File: config.mk
export PLATFORM = sky130hd
export DESIGN_NAME = pipe_idex_reg
export DESIGN_NICKNAME = d
export VERILOG_FILES = /design/src/rtl/pipe_idex_reg.sv
export SDC_FILE = /design/constraint.sdc
export NUM_CORES = 1
export LEC_CHECK = 0
export BUFFER_PORTS_ARGS = -buffer_cell sky130_fd_sc_hd__buf_4
export CORE_MARGIN = 10
export CORE_UTILIZATION = 46
export CTS_CLUSTER_DIAMETER = 50
export DETAILED_ROUTE_END_ITERATION = 10
export GPL_TIMING_DRIVEN = 0
export PLACE_DENSITY = 0.86
export SYNTH_ARGS = -nofsm -noshare
export SYNTH_HDL_FRONTEND = slang
export SYNTH_SLANG_ARGS = --single-unit
File: constraint.sdc
create_clock -name clock -period 2.3 [get_ports clock]
set_clock_uncertainty 0.05 [all_clocks]
set_input_delay 0 -clock clock [delete_from_list [all_inputs] [get_ports clock]]
set_output_delay 0 -clock clock [all_outputs]
set_load 0.1 [all_outputs]
File: src/rtl/pipe_idex_reg.sv
// pipe_idex_reg
//   ID/EXE pipeline register between the decode stage and the ALU stage.
//   Carries operands, immediate, PC+4, destination register number and a
//   generic control vector, with a valid bit, hold (stall), bubble insertion
//   (flush) and two saturating performance counters.
//
// Ports
//   clock              rising-edge clock
//   reset              synchronous, active-high reset
//   d_valid            decode stage holds a real instruction
//   d_ctrl             decoded control vector
//   d_a, d_b           operands A and B
//   d_imm              extended immediate
//   d_pc4              PC+4
//   d_rn               destination register number
//   stall              hold stage contents
//   flush              replace stage contents with a bubble
//   cnt_clr            clear both performance counters
//   e_valid            execute-stage instruction valid
//   e_ctrl             registered control vector (zero whenever e_valid=0)
//   e_a, e_b, e_imm,
//   e_pc4              registered data fields
//   e_rn               registered destination (zero whenever e_valid=0)
//   stall_cnt          cycles spent stalled (saturating)
//   bubble_cnt         bubbles inserted (saturating)

module pipe_idex_reg #(
  parameter int DATA_W = 32,
  parameter int RN_W   = 5,
  parameter int CTRL_W = 10,
  parameter int CNT_W  = 16
) (
  input  logic              clock,
  input  logic              reset,
  input  logic              d_valid,
  input  logic [CTRL_W-1:0] d_ctrl,
  input  logic [DATA_W-1:0] d_a,
  input  logic [DATA_W-1:0] d_b,
  input  logic [DATA_W-1:0] d_imm,
  input  logic [DATA_W-1:0] d_pc4,
  input  logic [RN_W-1:0]   d_rn,
  input  logic              stall,
  input  logic              flush,
  input  logic              cnt_clr,
  output logic              e_valid,
  output logic [CTRL_W-1:0] e_ctrl,
  output logic [DATA_W-1:0] e_a,
  output logic [DATA_W-1:0] e_b,
  output logic [DATA_W-1:0] e_imm,
  output logic [DATA_W-1:0] e_pc4,
  output logic [RN_W-1:0]   e_rn,
  output logic [CNT_W-1:0]  stall_cnt,
  output logic [CNT_W-1:0]  bubble_cnt
);

  logic hold;
  logic bubble_load;

  // A flush always beats a stall, so a held instruction can be squashed.
  assign hold        = stall & ~flush;
  // e_valid gets freshly written with 0: flush, or an unstalled empty slot.
  assign bubble_load = flush | (~stall & ~d_valid);

  always_ff @(posedge clock) begin
    if (reset) begin
      e_valid <= 1'b0;
      e_ctrl  <= '0;
      e_rn    <= '0;
      e_a     <= '0;
      e_b     <= '0;
      e_imm   <= '0;
      e_pc4   <= '0;
    end else if (flush) begin
      // Data fields keep their old contents; only the side-effect bits die.
      e_valid <= 1'b0;
      e_ctrl  <= '0;
      e_rn    <= '0;
    end else if (!stall) begin
      e_valid <= d_valid;
      // Gating ctrl/rn keeps the invariant that a bubble never writes state.
      e_ctrl  <= d_valid ? d_ctrl : '0;
      e_rn    <= d_valid ? d_rn   : '0;
      e_a     <= d_a;
      e_b     <= d_b;
      e_imm   <= d_imm;
      e_pc4   <= d_pc4;
    end
  end

  always_ff @(posedge clock) begin
    if (reset || cnt_clr) begin
      stall_cnt  <= '0;
      bubble_cnt <= '0;
    end else begin
      if (hold && (stall_cnt != '1))
        stall_cnt <= stall_cnt + CNT_W'(1);
      if (bubble_load && (bubble_cnt != '1))
        bubble_cnt <= bubble_cnt + CNT_W'(1);
    end
  end

endmodule
Yosys cells after proc, flatten, opt, wreduce, memory -nomap -nowiden
Index checks and enable logic that the tools add are counted.
Widths: inputs -> output; s select.

storage, ports and cells
  register bits after elaboration = 176
  bits of input ports = 149
  output and inout bits = 176

cells by class
  add/subtract/negate cells = 2
  eq/ne operators = 2
  muxes and demuxes = 2
  bitwise operators = 6
  reductions and logical operators = 5

operators by type and width
  cell                   count
  $add 16x1->16 const B  2
  $ne 16x16->1 const B   2
  $mux 10                1
  $mux 5                 1
  $not 1->1              3
  $and 1x1->1            2
  $logic_and 1x1->1      2
  $reduce_and 2->1       1
  $reduce_or 2->1        1
  $logic_or 1x1->1       1
  $or 1x1->1             1

Depth between registers and ports, before layout
  word-level depth = 4
  depth in mapped cells = 6
  mapped depth without buffers = 5

Worst setup path after synthesis
OpenSTA, ideal clock, no wires.

  path type = reg-to-reg
  from = register stall_cnt[8]
  to = register stall_cnt[14]
  library setup time = 0.115 ns
  arrival time = 2.427 ns
  required time = 2.135 ns
  setup slack = -0.293 ns
  stages on the path, launching flop included = 5
  buffers on the path = 0
  clock period less this slack = 2.593 ns
  path through = dfxtp_1 > nand4_1 > or2_2 > or4_1 > and3_1

on the way
  longest elaborated chain between the ends = 2
  elaborated cells on any way between the ends = 3
  classes of those cells = add/sub (1); eq/ne (1); reduce/logical (1)

ends and longest elaborated chain
  what                                                                   line  RTL
  start, declared                                                        52    output logic [CNT_W-1:0] stall_cnt,
  start signal, assigned                                                 96    stall_cnt <= stall_cnt + CNT_W'(1);
  parallel branches: the longest is 2 deep, another holds $add 16x1->16  -

Parallel ways; which one is timed is not known.
A chain may end at the register's enable or synchronous reset.

Worst setup path in the final report
  from = register stall_cnt[1]
  to = register stall_cnt[2]

Same word-level chain as after synthesis.

==> run metrics <==
status finished clean; layout cells sized above 1 0.295; Yosys top cell area share 0.540; Final Power 8.08 mW; input/output buffers 324; I/O pin cnt 325; library cells used by synthesis 37; antenna violations before repair 5; peak supply drop 0.000553 V; WL final 34,200 um; Residual DRC 0; Initial Util 0.470; Clock Tree Buf Depth 2; Commonest cells post-synth nand2_1, dfxtp_1, a21oi_1, clkbuf_1, nor2_1; CP Data Arrival Time 2.26 ns; final global-route overflow total 0; Max Cap Violations 0; Vias/cell 5.83; fill cell count 733; CP max stage cell nor4_2; number of global-route vias before repair 8,960; Total GRT Usage 0.335; Crit Path Category register to register; Main synth FF type dfxtp_1; Worst-path clk slew 0.06 ns; fmax 0.506 GHz; largest family of logic cells by synthesized area simple AND/OR/NAND/NOR gates; antenna viol nets, final 0; Final setup viols 0; Layout area overhead 73.1%; Required @ worst endpoint 2.58 ns; min-delay worst type input port to register; fin crit period 1.97 ns; core area 0.0139 mm2; nets@finish 1,452; die width 139 um; Relative slew margins 0.505; largest fanout on the critical path 9; Cell Pwr Density 716 mW/mm2; #FFs+latches synth 176; TritonCTS Buffers 17; RSZ-0062 raised after global routing no; Synth Area in XOR/XNOR 0.00134; H-Tree Depth 4; leakage power 4.75 nW; Simple-Gate Fraction of Synth Area 0.247; area of the multi-input gates 0.00280 mm2; area leader, netlist dfxtp_1; GPL Wtd Cong 0.887; slowest stage delay, CP 0.65 ns; worst path cell trace ha_1 -> nand3_1 -> nor4_2 -> nor2_1 -> a311oi_1; Seq/Total Area, Yosys 0.540; FFs w/ async S/R, synth 0; Clock Tree Root clkbuf_16; Skew-Pair Late Insertion Delay 0.42 ns; startpoint types register; fin worst setup slack 0.325 ns; TritonCTS clock tree built; Crit. End Element register; DRT iter0 DRCs 999; Syn Inst Count 812; 1st-pass router iterations 6; Layout Cells excl Fill 1,499; post-synthesis compound-gate area fraction 0.172; placed cell count 1,316; yosys warns 0; Final Util 0.814; total die area 0.0194 mm2; mux contribution to synthesized area 0.00460; Synth Area per Inst 8.04 um2; main area contributors after synthesis dfxtp_1, nand2_1, a21oi_1; routed vias 8,740; Final period util 0.859; wire length per cell 22.8 um; Post-synth EDFFs 0; Reg area 0.00355 mm2; Syn Std Cell Area 0.00653 mm2; Fin. Hold Viols 0; post-synthesis adder-cell area fraction 0.00383; pre-CTS WS 0.170 ns; detailed placement HPWL 18,900 um; Post-Syn Nets 963; Fin Setup TNS 0 ns; clk sinks 176; pin count of the biggest net entering global routing 17; first-pass GRT wire length 51,800 um; Die Ht 139 um; most frequent cell after synthesis nand2_1; worst slew pin tran 0.739 ns; Rows 43; number of setup buffers added after CTS 0; max-slew violation count 0
## flip-flops by register name (all words and copies together), names as in the netlist, 5 cells and up
signal / flops
e_a: 32
e_b: 32
e_imm: 32
e_pc4: 32
bubble_cnt: 16
stall_cnt: 16
e_ctrl: 10
e_rn: 5
## routing by layer
layer / up-vias / routed length (um) / global-route usage / share of wire
li1: 3756 / - / - / -
met1: 3960 / 11300 / 0.347 / 0.33
met2: 792 / 15900 / 0.542 / 0.46
met3: 232 / 4140 / 0.126 / 0.12
met4: 0 / 2880 / 0.256 / 0.084
met5: - / 0 / 0 / 0
## stage by stage
| step | hold slack [ns] | cell area (um2) |
|---|---|---|
| after floorplan | 0.0860 | 6560 |
| after detailed placement | 0.192 | 9210 |
| after global placement | 0.183 | 9210 |
| after global routing | 0.0424 | 11300 |
| after CTS | 0.0150 | 11300 |
| final | 0.0224 | 11300 |
## worst max-delay path, delay by kind of cell, from the launching register on
family	cells	cell delay, ns
and+or+nand+nor	3	0.97
DFF	1	0.37
AOI/OAI and AO/OA	1	0.28
adders and majority gates	1	0.21
## report_power, final
group / internal, mW / leakage [nW] / switching (mW)
sequential: 3.16 / 1.45 / 0.0791
combinational: 0.552 / 3.01 / 1.27
clock: 1.73 / 0.291 / 1.29
## layout by cell type (no fill, tap or decap), types with 5 or more instances in the layout
cell type        n
clkbuf_16       17
a21oi_1        150
or4_1           11
nor3_1           5
o21a_1           6
o31ai_1          9
nand4_1         13
or3_1           13
dlygate4sd3_1  146
or2_2            5
a22oi_1         15
nor2_1          26
clkbuf_1        50
nand3_1          8
buf_4          324
dfxtp_1        153
diode_2          5
o21ai_0         12
nand2_1        274
dfxtp_2         23
## worst paths after layout
kind,start,endpoint,slack [ns],depth (start not counted)
max,stall_cnt[1]$_SDFFE_PP0P_,stall_cnt[2]$_SDFFE_PP0P_,0.33,5
min,reset,bubble_cnt[7]$_SDFFE_PP0P_,0.02,3
max reg2reg,stall_cnt[1]$_SDFFE_PP0P_,stall_cnt[2]$_SDFFE_PP0P_,0.33,5
min reg2reg,e_a[11]$_SDFFE_PP0P_,e_a[11]$_SDFFE_PP0P_,0.41,2
## kinds of logic (layout without fill, tap and decap cells)
family | after synthesis | count (layout)
DFF | 176 | 176
AOI/OAI and AO/OA | 201 | 201
buffers and inverters | 55 | 557
other | 0 | 5
and+or+nand+nor | 374 | 374
adders and majority gates | 2 | 2
muxes | 3 | 3
xor gates and xnor gates | 1 | 1
## timing repair
action | in CTS | in global routing
hold buffers | 146 | 0
gates resized for setup | 0 | 0
endpoints found under the hold margin | 152 | 0
## layout make-up
class                           count  area share
Multi-Input combinational cell    581       0.248
Inverter                            2    0.000665
Timing Repair Buffer              470       0.345
Sequential cell                   176       0.314
Clock inverter                     10      0.0111
Tap cell                          180      0.0199
Clock buffer                       22      0.0429
Antenna cell                        5     0.00111
Buffer                             53      0.0177
(Power assumes the default switching activity.)
